<file path="src/rtl/nou_flit_pkg.sv">
// Shared types and elaboration-time helpers for the NOU flit serializer.
package nou_flit_pkg;

  typedef enum logic {StIdle, StSend} state_e;

  // Number of flits needed to carry one entry (ceiling division).
  function automatic int unsigned flits_per_request(input int unsigned entry_w,
                                                    input int unsigned flit_w);
    return (entry_w + flit_w - 1) / flit_w;
  endfunction

  // Beat counter width; never narrower than one bit.
  function automatic int unsigned beat_width(input int unsigned flits);
    return (flits <= 1) ? 1 : $clog2(flits);
  endfunction

  // Parameter legality: flit count 1..256, credits fit in the counter.
  function automatic bit params_legal(input int unsigned entry_w, input int unsigned flit_w,
                                      input int unsigned credit_w,
                                      input int unsigned max_credits);
    int unsigned flits;
    if (entry_w == 0 || flit_w == 0 || credit_w == 0 || credit_w > 31) return 1'b0;
    flits = flits_per_request(entry_w, flit_w);
    if (flits < 1 || flits > 256) return 1'b0;
    if (max_credits < 1 || max_credits > ((32'd1 << credit_w) - 1)) return 1'b0;
    return 1'b1;
  endfunction

endpackage

</file>
<file path="src/rtl/nou_credit_counter.sv">
// Link credit counter: one credit spent per flit, one returned per credit_return pulse.
// A return that would exceed the maximum is dropped and latches a sticky overflow flag.
module nou_credit_counter #(
  parameter int unsigned CREDIT_WIDTH_IN_BITS = 3,
  parameter int unsigned MAX_CREDITS          = 4
) (
  input  logic                            clk_i,
  input  logic                            rst_i,
  input  logic                            spend_i,
  input  logic                            return_i,
  output logic [CREDIT_WIDTH_IN_BITS-1:0] count_o,
  output logic                            has_credit_o,
  output logic                            overflow_o
);

  localparam logic [CREDIT_WIDTH_IN_BITS-1:0] MaxCount = CREDIT_WIDTH_IN_BITS'(MAX_CREDITS);
  localparam logic [CREDIT_WIDTH_IN_BITS-1:0] One      = CREDIT_WIDTH_IN_BITS'(1);

  logic [CREDIT_WIDTH_IN_BITS-1:0] count_q, count_d;
  logic                            overflow_q, overflow_d;

  // Next credit count; simultaneous spend and return cancel out.
  always_comb begin
    count_d    = count_q;
    overflow_d = overflow_q;
    if (spend_i && !return_i) begin
      count_d = count_q - One;
    end else if (return_i && !spend_i) begin
      if (count_q == MaxCount) begin
        overflow_d = 1'b1;
      end else begin
        count_d = count_q + One;
      end
    end
  end

  // Credit and sticky error state.
  always_ff @(posedge clk_i or posedge rst_i) begin
    if (rst_i) begin
      count_q    <= MaxCount;
      overflow_q <= 1'b0;
    end else begin
      count_q    <= count_d;
      overflow_q <= overflow_d;
    end
  end

  assign count_o      = count_q;
  assign has_credit_o = (count_q != '0);
  assign overflow_o   = overflow_q;

endmodule

</file>
<file path="src/rtl/nou_flit_serializer.sv">
// Serializes one wide NOU request FIFO entry into LSB-first flits on a credit-controlled link.
// Optional macro NOU_FLIT_SERIALIZER_BACK_TO_BACK_EN: accept the next entry on the tail flit so
// packets follow each other with no idle bubble.
module nou_flit_serializer
  import nou_flit_pkg::*;
#(
  parameter int unsigned SINGLE_ENTRY_WIDTH_IN_BITS = 64,
  parameter int unsigned FLIT_WIDTH_IN_BITS         = 16,
  parameter int unsigned CREDIT_WIDTH_IN_BITS       = 3,
  parameter int unsigned MAX_CREDITS                = 4
) (
  input  logic                                  clk_in,
  input  logic                                  reset_in,
  input  logic [SINGLE_ENTRY_WIDTH_IN_BITS-1:0] request_in,
  input  logic                                  request_valid_in,
  output logic                                  issue_ack_out,
  output logic [FLIT_WIDTH_IN_BITS-1:0]         flit_out,
  output logic                                  flit_valid_out,
  output logic                                  flit_head_out,
  output logic                                  flit_tail_out,
  input  logic                                  credit_return_in,
  output logic [CREDIT_WIDTH_IN_BITS-1:0]       credit_count_out,
  output logic                                  busy_out,
  output logic                                  credit_overflow_out
);

  localparam int unsigned FlitsPerRequest =
      flits_per_request(SINGLE_ENTRY_WIDTH_IN_BITS, FLIT_WIDTH_IN_BITS);
  localparam int unsigned BeatWidth  = beat_width(FlitsPerRequest);
  localparam int unsigned ShiftWidth = FlitsPerRequest * FLIT_WIDTH_IN_BITS;
  localparam logic [BeatWidth-1:0] LastBeat = BeatWidth'(FlitsPerRequest - 1);
  localparam logic [BeatWidth-1:0] OneBeat  = BeatWidth'(1);

  if (!params_legal(SINGLE_ENTRY_WIDTH_IN_BITS, FLIT_WIDTH_IN_BITS, CREDIT_WIDTH_IN_BITS,
                    MAX_CREDITS)) begin : g_bad_params
    $error("nou_flit_serializer: illegal parameter combination");
  end

  state_e                  state_q;
  logic [ShiftWidth-1:0]   shift_q;
  logic [BeatWidth-1:0]    beat_q;
  logic                    has_credit;
  logic                    flit_valid;
  logic                    beat_is_head;
  logic                    beat_is_tail;
  logic                    issue_ack;

  // Flit qualifiers come from registers only, never from credit_return_in.
  assign flit_valid   = (state_q == StSend) && has_credit;
  assign beat_is_head = (beat_q == '0);
  assign beat_is_tail = (beat_q == LastBeat);

  // FIFO issue acknowledge; capture never waits for credits.
  always_comb begin
    issue_ack = 1'b0;
    case (state_q)
      StIdle: issue_ack = request_valid_in;
      StSend: begin
`ifdef NOU_FLIT_SERIALIZER_BACK_TO_BACK_EN
        issue_ack = flit_valid && beat_is_tail && request_valid_in;
`else
        issue_ack = 1'b0;
`endif
      end
      default: issue_ack = 1'b0;
    endcase
  end

  // Packet FSM, shift register and beat counter.
  always_ff @(posedge clk_in or posedge reset_in) begin
    if (reset_in) begin
      state_q <= StIdle;
      shift_q <= '0;
      beat_q  <= '0;
    end else begin
      case (state_q)
        StIdle: begin
          if (issue_ack) begin
            shift_q <= ShiftWidth'(request_in);
            beat_q  <= '0;
            state_q <= StSend;
          end
        end
        StSend: begin
          if (flit_valid) begin
            shift_q <= shift_q >> FLIT_WIDTH_IN_BITS;
            beat_q  <= beat_q + OneBeat;
            if (beat_is_tail) begin
`ifdef NOU_FLIT_SERIALIZER_BACK_TO_BACK_EN
              if (issue_ack) begin
                shift_q <= ShiftWidth'(request_in);
                beat_q  <= '0;
              end else begin
                state_q <= StIdle;
              end
`else
              state_q <= StIdle;
`endif
            end
          end
        end
        default: state_q <= StIdle;
      endcase
    end
  end

  nou_credit_counter #(
    .CREDIT_WIDTH_IN_BITS(CREDIT_WIDTH_IN_BITS),
    .MAX_CREDITS         (MAX_CREDITS)
  ) u_credit_counter (
    .clk_i       (clk_in),
    .rst_i       (reset_in),
    .spend_i     (flit_valid),
    .return_i    (credit_return_in),
    .count_o     (credit_count_out),
    .has_credit_o(has_credit),
    .overflow_o  (credit_overflow_out)
  );

  assign issue_ack_out  = issue_ack;
  assign flit_out       = shift_q[FLIT_WIDTH_IN_BITS-1:0];
  assign flit_valid_out = flit_valid;
  assign flit_head_out  = flit_valid && beat_is_head;
  assign flit_tail_out  = flit_valid && beat_is_tail;
  assign busy_out       = (state_q == StSend);

endmodule
</file>
<file path="config.mk">
export PLATFORM = sky130hd
export DESIGN_NAME = nou_flit_serializer
export DESIGN_NICKNAME = d
export VERILOG_FILES = /design/src/rtl/nou_flit_pkg.sv /design/src/rtl/nou_credit_counter.sv /design/src/rtl/nou_flit_serializer.sv
export SDC_FILE = /design/constraint.sdc
export NUM_CORES = 1
export LEC_CHECK = 0
export ABC_AREA = 1
export CAP_MARGIN = 20
export CORE_AREA = 2 2 90 92
export CTS_CLUSTER_SIZE = 30
export DETAILED_ROUTE_END_ITERATION = 6
export DIE_AREA = 0 0 92 94
export PLACE_DENSITY_LB_ADDON = 0.05
export RECOVER_POWER = 100
export SKIP_LAST_GASP = 1
export SLEW_MARGIN = 40
export SYNTH_ARGS = -nofsm -noshare
export SYNTH_HDL_FRONTEND = slang
export SYNTH_SLANG_ARGS = --single-unit
</file>
<file path="constraint.sdc">
create_clock -name clk_in -period 2.3 [get_ports clk_in]
set_input_delay 0.23 -clock clk_in [delete_from_list [all_inputs] [get_ports clk_in]]
set_output_delay 0.23 -clock clk_in [all_outputs]
set_load 0.01 [all_outputs]
</file>
## Yosys cells after proc, flatten, opt, wreduce, memory -nomap -nowiden

Cells that the tools add are included.

- Bits in registers: 71
- Bits of input ports: 68
- Output and inout port bits: 25

- Add/subtract/negate cells: 3
- Eq/ne operators: 5
- Mux-type cells: 14
- Bitwise gates (word level): 2
- Reductions and logical operators: 13

Operators by type and width:

| operator | number |
|---|---|
| $mux 64 | 2 |
| $pmux 64 s2 | 1 |
| $mux 3 | 3 |
| $logic_and 1x1->1 | 5 |
| $mux 2 | 2 |
| $ne 2x1->1 const B | 2 |
| $pmux 1 s2 | 2 |
| $pmux 2 s2 | 1 |
| $reduce_and 2->1 | 2 |
| $add 3x1->3 const B | 1 |
| $eq 3x3->1 const B | 1 |
| $mux 1 | 3 |
| $reduce_and 3->1 | 1 |
| $reduce_bool 3->1 | 1 |
| $sub 3x1->3 const B | 1 |
| $add 2x1->2 const B | 1 |
| $eq 2x2->1 const B | 1 |
| $logic_not 1->1 | 2 |
| $logic_not 2->1 | 1 |
| $ne 2x2->1 const B | 1 |
| $not 1->1 | 2 |
| $reduce_bool 2->1 | 1 |

## Logic depth before layout (Yosys ltp)

Gate-level depths: netlist of the first run.

- Depth in word-level cells: 6
- Gate-level depth with buffers: 15
- Depth with buffers taken out: 14

## Hierarchy

A second synthesis of the first run with hierarchy kept.

- Cells, all modules: 509
- Area total of the unflattened synthesis: 3747.3 um2

By module, submodules not included:

| module | instances | cells each | area an instance (um2) | seq. area each (um2) |
|---|---|---|---|---|
| nou_flit_serializer | 1 | 473 | 3463.3 | 1676.6 |
| nou_credit_counter | 1 | 36 | 284.0 | 101.3 |

## Worst setup path before layout of the first run

Ideal clock, no wire load.

- Kind: flip-flop to flip-flop
- From: reg u_credit_counter.count_q[2], in the netlist u_credit_counter.count_o[2]
- To: reg u_credit_counter.count_q[2], in the netlist u_credit_counter.count_o[2]
- Setup time: 0.076 ns
- Arrival: 1.969 ns
- Slack: 0.256 ns
- Cell stages (with the launch flop): 16
- Path buffers: 1
- Clock period less this slack: 2.044 ns
- Cell sequence: dfstp_2 inv_1 nand3_1 nand2_2 buf_4 inv_1 ha_1 xor2_1 ha_1 inv_1 nand2_1 inv_1 nand2_1 nand2_1 nand2_1 nand2_1

- Longest elaborated chain between the ends: 6
- Elaborated cells on any way between the ends: 14
- Classes of those cells: 2 x add/sub; 2 x eq/ne; 3 x mux; 7 x reduce/logical

Ends and longest elaborated chain:

| what | RTL line | source |
|---|---|---|
| from (decl) | nou_credit_counter.sv:19 | `logic [CREDIT_WIDTH_IN_BITS-1:0] count_q, count_d;` |
| from (signal assigned) | nou_credit_counter.sv:40 | `count_q <= MaxCount;` |
| from (signal assigned) | nou_credit_counter.sv:43 | `count_q <= count_d;` |
| $reduce_bool 3->1 * | nou_credit_counter.sv:49 | `assign has_credit_o = (count_q != '0);` |
| $logic_and 1x1->1 * | nou_flit_serializer.sv:49 | `assign flit_valid = (state_q == StSend) && has_credit;` |
| via flit_valid_out | nou_flit_serializer.sv:18 | `output logic flit_valid_out,` |
| $logic_not 1->1 | nou_credit_counter.sv:28 | `end else if (return_i && !spend_i) begin` |
| $logic_and 1x1->1 | nou_credit_counter.sv:28 |  |
| $reduce_bool 2->1 (no line) | n/a |  |
| $reduce_and 2->1 (no line) | n/a |  |

Mark *: on every way through the listed nets, which the timed path passes. The rest lies on a longest branch. The select of a mux whose other input is x is not followed.
A chain may end at the register's enable or synchronous reset.

## Worst setup path in the final report of the first run

- From: reg u_credit_counter.count_q[2], in the netlist u_credit_counter.count_o[2]
- To: out flit_tail_out

- Longest elaborated chain between the ends: 3

Ends and longest elaborated chain:

| what | RTL line | source |
|---|---|---|
| $reduce_bool 3->1 | nou_credit_counter.sv:49 |  |
| $logic_and 1x1->1 | nou_flit_serializer.sv:49 |  |
| $logic_and 1x1->1 | nou_flit_serializer.sv:124 | `assign flit_tail_out = flit_valid && beat_is_tail;` |
| to (decl) | nou_flit_serializer.sv:20 | `output logic flit_tail_out,` |

Every way passes these cells.

==> results_dict.tcl, run 1 <==
set metrics [dict create \
    slowest_stage "dfstp_2" \
    outcome "finished clean" \
    wl_per_cell_um 12.3 \
    period_share 0.945 \
    tightest_slew_ps 1270 \
    fp-row-count 32 \
    fmax_mhz 460 \
    cts.clk_slew.worst_paths_ps 70 \
    synth-compound-area-share 0.0166 \
    drc 0 \
    finalHoldViolations 0 \
    startpoint_type "flop" \
    diodes 0 \
    grt_use_total 0.206 \
    crit_chain "inv_1, nand3_1, nand2_2, buf_4, nor2_1, clkdlybuf4s50_1" \
    dpl_cell_area_um2 4570 \
    die_h_um 94 \
    rsz0062_at_grt "no" \
    synthSimpleGateAreaFrac 0.387 \
    syn_avg_cell_area_um2 7.24 \
    path_delay_family "buffers and inverters" \
    antenna_found_initial 0 \
    vdd_drop_max_v 0.00110 \
    setup_ws_ps 127 \
    wl_um 8410 \
    h-tree-depth 3 \
    r2r-start "busy_out$_DFF_PP0_" \
    cp_num_buf_inv 3 \
    drtIter0Drc 222 \
    grt_pass1_vias 3151 \
    drt_pass1_iterations 5 \
    critPathKind "reg -> out" \
    powerDensity_nw_per_um2 1240 \
    tns_ps 0 \
    synth_top_family_by_area "simple AND/OR/NAND/NOR gates" \
    r2r_end "shift_q[22]$_DFFE_PP0P_" \
    grt_max_degree 63 \
    place_congestion 0.750 \
    netlist_instances 510 \
    slew_headroom 0.152 \
    grt_first_pass_wirelength_um 14100 \
    end_kind "output port" \
    max-cap-violations 0 \
    clockBufferDepth 2 \
    gr-total-overflow 0 \
    post-cts-setup-buffers 0 \
    synth.area.mux_share 0 \
    fin_crit_ps 2170 \
    dieArea_um2 8650 \
    cts_root_buffer "clkbuf_8" \
    ant_nets 0 \
    required_ps 2070 \
    vias 3232 \
    cp.arrival_ps 1940 \
    fill_cells 739 \
    seq_area_frac_synth 0.482 \
    coreArea_um2 7610 \
    ios 93 \
    layout-drive-gt1-share 0.0448 \
    area_growth_pct 26.8 \
    clk-insertion-delay-late_ps 330 \
    reg2reg_depth 5 \
    cp_max_fo 16 \
    synth_fa_ha_area_frac 0.0203 \
    p_leak_nw 2.58 \
    clock_sinks 71 \
    total_power_mw 5.82 \
    fp.dieW_um 92 \
    rrSetupSlack_ps 260 \
    numCtsBuffers 9 \
    synth_area_um2 3690 \
    via_per_inst 4.74 \
    critical_path_depth 6 \
    synth-seq-cells 71 \
    fin_area_um2 4680 \
    layout.nets 651 \
    yosysWarnings 0 \
    place_hpwl_um 5760 \
    skew_ps 5.67 \
    yosysUniqueCellTypes 19 \
    synth_xor_area_frac 0.00237 \
    finalSetupViolCount 0 \
    cts_tree "built" \
    portBuffers 92 \
    maxSlewViolCount 0 \
    whs_ps 320 \
    synthesis.nets 584 \
    hold_path.class "in -> async" \
    cpPeakStageDelay_ps 570 \
    post-place-ws_ps 372 \
    initial_core_util 0.485 \
]
per-layer routing:
layer  routed length (um)  GRT usage
met1                 3660      0.270
met2                 4230      0.357
met3                  433     0.0265
met4                   90     0.0672
met5                    0          0
worst register-to-register path, delay by kind of cell (launching register included):
kind,cells,cell delay [ps]
buffers and inverters,2,1060
and+or+nand+nor,3,490
DFF,1,430
stage by stage:
stage | instances | utilization
floorplan | 510 | -
global placement | 668 | 0.600
detailed placement | 668 | 0.600
CTS | 682 | 0.620
global route | 682 | 0.615
finish | 682 | 0.615
cell usage in the layout (no fill, tap or decap):
cell type        instances
nand2_2                  1
xor2_1                   1
clkbuf_2                 2
inv_1                   19
buf_12                   1
a21oi_1                  1
o21ai_1                  1
inv_2                    1
dfrtp_1                 70
nand2_1                285
nor2_1                   7
a31o_2                   1
clkbuf_1                 2
dlygate4sd3_1           24
clkinv_2                 4
clkdlybuf4s50_1         67
nand3_1                 63
buf_4                    5
o21ai_0                  7
clkinvlp_4               1
dfstp_2                  1
o21bai_1                 1
ha_1                     6
clkbuf_8                 9
layout make-up:
cell class                      instances  area [um2]  share of cell area
Multi-Input combinational cell        374        1560               0.334
Inverter                               20        75.1              0.0160
Timing Repair Buffer                  101         986               0.211
Tap cell                              102         128              0.0273
Clock inverter                          5        27.5             0.00588
Sequential cell                        71        1780               0.380
Clock buffer                            9         124              0.0265
power by group:
group,internal [mW],switching (mW)
Clock,0.371,0.437
Combinational,1.11,1.88
Sequential,1.74,0.271
logic make-up after synthesis:
| kind of cell | after synthesis |
|---|---|
| compound gates | 11 |
| xor+xnor | 1 |
| fa+ha+maj | 6 |
| buf+inv | 65 |
| flops | 71 |
| simple gates | 356 |
state kept, by name, indices dropped and copies added, names as in the netlist:
signal                       cells
u_credit_counter.overflow_o      1
busy_out                         1
shift_q                         64
beat_q                           2
u_credit_counter.count_o         3
repair_timing:
| action | in CTS | in global routing |
|---|---|---|
| setup endpoints to repair | 0 | 1 |
| resized for setup | 0 | 1 |
| hold buffers | 0 | 0 |
Yosys cell counts (all sizes together):
cell type,count,area share
clkbuf,8,0.0081
nand2,286,0.29
inv,20,0.020
a31o,1,0.0024
dfrtp,70,0.47
o21bai,1,0.0020
buf,37,0.064
a21oi,1,0.0014
nor2,7,0.0071
ha,6,0.020
o21ai,8,0.011
nand3,63,0.085
xor2,1,0.0024
dfstp,1,0.0071
worst max path at each step:
| stage | startpoint | end |
|---|---|---|
| 2_1_floorplan | u_credit_counter.count_o[2]$_DFFE_PP1P_ | u_credit_counter.count_o[2]$_DFFE_PP1P_ |
| 3_3_place_gp | u_credit_counter.count_o[2]$_DFFE_PP1P_ | u_credit_counter.count_o[2]$_DFFE_PP1P_ |
| 3_5_place_dp | u_credit_counter.count_o[2]$_DFFE_PP1P_ | u_credit_counter.count_o[2]$_DFFE_PP1P_ |
| 4_1_cts | u_credit_counter.count_o[2]$_DFFE_PP1P_ | flit_head_out |
| 5_1_grt | u_credit_counter.count_o[2]$_DFFE_PP1P_ | flit_tail_out |
| 6_report | u_credit_counter.count_o[2]$_DFFE_PP1P_ | flit_tail_out |
(Power assumes the default switching activity.)
==> run 2, diff against run 1 <==
--- a/config.mk
+++ b/config.mk
@@ -6,11 +6,13 @@
 export NUM_CORES = 1
 export LEC_CHECK = 0
 export ABC_AREA = 1
+export ABC_CLOCK_PERIOD_IN_PS = 2300
 export CAP_MARGIN = 20
 export CORE_AREA = 2 2 90 92
 export CTS_CLUSTER_SIZE = 30
 export DETAILED_ROUTE_END_ITERATION = 6
 export DIE_AREA = 0 0 92 94
+export MAX_ROUTING_LAYER = met4
 export PLACE_DENSITY_LB_ADDON = 0.05
 export RECOVER_POWER = 100
 export SKIP_LAST_GASP = 1
==> run 2 against run 1 <==
Register-to-register slack improved by 30 ps. Fmax about the same. Design area unchanged. Total power about the same. Largest cell class unchanged.
==> results_dict.tcl, run 2 (synthesized netlist as in run 1, its figures left out) <==
set metrics [dict create \
    outcome "finished clean" \
    initial_core_util 0.485 \
    power.internal_mw 3.22 \
    multi_input_area_um2 1560 \
    rsz0062_at_grt "no" \
    maxSlewViolCount 0 \
    diodes 0 \
    post-cts-setup-buffers 0 \
    gr-total-overflow 0 \
    drt_pass1_iterations 4 \
    cts_root_buffer "clkbuf_8" \
    hold_path.class "in -> async" \
    p_switching_mw 2.60 \
    powerDensity_nw_per_um2 1240 \
    cp.arrival_ps 1940 \
    period_share 0.945 \
    finalHoldViolations 0 \
    layout-drive-gt1-share 0.0448 \
    numCtsBuffers 9 \
    wl_um 8410 \
    place_congestion 0.760 \
    cp_max_fo 16 \
    total_power_mw 5.82 \
    critPathKind "reg -> out" \
    ctsResizeCount 0 \
    area_growth_pct 26.8 \
    cts_hold_buf 0 \
    dieArea_um2 8650 \
    max-cap-violations 0 \
    layout.nets 651 \
    netSwitchingFraction 0.446 \
    drc 0 \
    vdd_drop_max_v 0.00110 \
    p_leak_nw 2.58 \
    cpPeakStageDelay_ps 570 \
    ant_nets 0 \
    grt_pass1_vias 3152 \
    fill_cells 739 \
    wl_per_cell_um 12.3 \
    crit_chain "inv_1, nand3_1, nand2_2, buf_4, nor2_1, clkdlybuf4s50_1" \
    fp-row-count 32 \
    via_per_inst 4.73 \
    coreArea_um2 7610 \
    grt_use_total 0.212 \
    tightest_slew_ps 1260 \
    grt_max_degree 63 \
    cts_tree "built" \
    largest_reg_flops 64 \
    drtIter0Drc 219 \
    clk-insertion-delay-late_ps 330 \
    largest-register "shift_q" \
    die_h_um 94 \
    vias 3225 \
    regArea_um2 1780 \
    ios 93 \
    cts.clk_slew.worst_paths_ps 70 \
    antenna_found_initial 0 \
    slew_headroom 0.158 \
    finalSetupViolCount 0 \
    fp.dieW_um 92 \
    fin_crit_ps 2170 \
    seqPwrFrac 0.346 \
    mostFrequentLayoutCells "285 x nand2_1, 70 x dfrtp_1, 67 x clkdlybuf4s50_1, 63 x nand3_1, 24 x dlygate4sd3_1" \
    clockBufferDepth 2 \
    end_kind "output port" \
    grt_first_pass_wirelength_um 14100 \
    tns_ps 0 \
    final_common_cell "nand2_1" \
    fmax_mhz 460 \
    skew_ps 6.32 \
    startpoint_type "flop" \
    portBuffers 92 \
    clockPowerShare 0.139 \
    slowest_stage "dfstp_2" \
    required_ps 2070 \
    clock_sinks 71 \
    h-tree-depth 3 \
    combinationalPowerShare 0.515 \
    place_hpwl_um 5760 \
]
==> run 2: path summary, 6_finish.rpt <==
| kind | startpoint | endpoint | slack [ps] | depth (start not counted) |
|---|---|---|---|---|
| max in group asynchronous | reset_in | shift_q[56]$_DFFE_PP0P_ | 490 | 3 |
| worst min-delay path | reset_in | shift_q[2]$_DFFE_PP0P_ | 310 | 2 |
| worst max-delay path | u_credit_counter.count_o[2]$_DFFE_PP1P_ | flit_tail_out | 130 | 6 |
| worst min register to register | u_credit_counter.overflow_o$_DFFE_PP0P_ | u_credit_counter.overflow_o$_DFFE_PP0P_ | 470 | 1 |
| worst max register to register | busy_out$_DFF_PP0_ | shift_q[22]$_DFFE_PP0P_ | 290 | 5 |
| min in group clk_in | request_in[49] | shift_q[49]$_DFFE_PP0P_ | 430 | 3 |
==> run 2: layout make-up <==
type                            instances  area share
Inverter                               20      0.0160
Tap cell                              102      0.0273
Clock buffer                            9      0.0265
Clock inverter                          5     0.00588
Timing Repair Buffer                  101       0.211
Multi-Input combinational cell        374       0.334
Sequential cell                        71       0.380
==> run 2: power by group through the flow <==
stage	Clock [mW]	Sequential [mW]	Combinational, mW
4_1_cts	0.832	2.03	3.14
3_5_place_dp	0	2.05	3.12
3_3_place_gp	0	2.03	3.08
2_1_floorplan	0	1.99	2.32
5_1_grt	0.883	2.08	3.43
6_report	0.807	2.02	3.00
==> run 2: critical path: cells and delay by family, from the launching register on <==
kind | cells | cell delay [ps]
buffers and inverters | 3 | 800
flip-flops | 1 | 570
AND/OR/NAND/NOR | 3 | 240
==> run 2: per-layer routing <==
layer / vias up / GRT usage / wire, um
met5: - / - / 0
met4: 0 / 0.0672 / 87
met3: 8 / 0.0257 / 445
met2: 103 / 0.356 / 4200
met1: 1421 / 0.271 / 3680
li1: 1693 / - / -
==> run 2: per-stage QoR <==
step | cell area, um2 | utilization | std cells | hold WS, ps | worst slack [ps]
CTS | 4720 | 0.620 | 682 | 137 | 70.1
global placement | 4570 | 0.600 | 668 | 460 | 471
global route | 4680 | 0.615 | 682 | 347 | 22.5
detailed placement | 4570 | 0.600 | 668 | 459 | 372
floorplan | 3690 | - | 510 | 347 | 256
finish | 4680 | 0.615 | 682 | 313 | 126
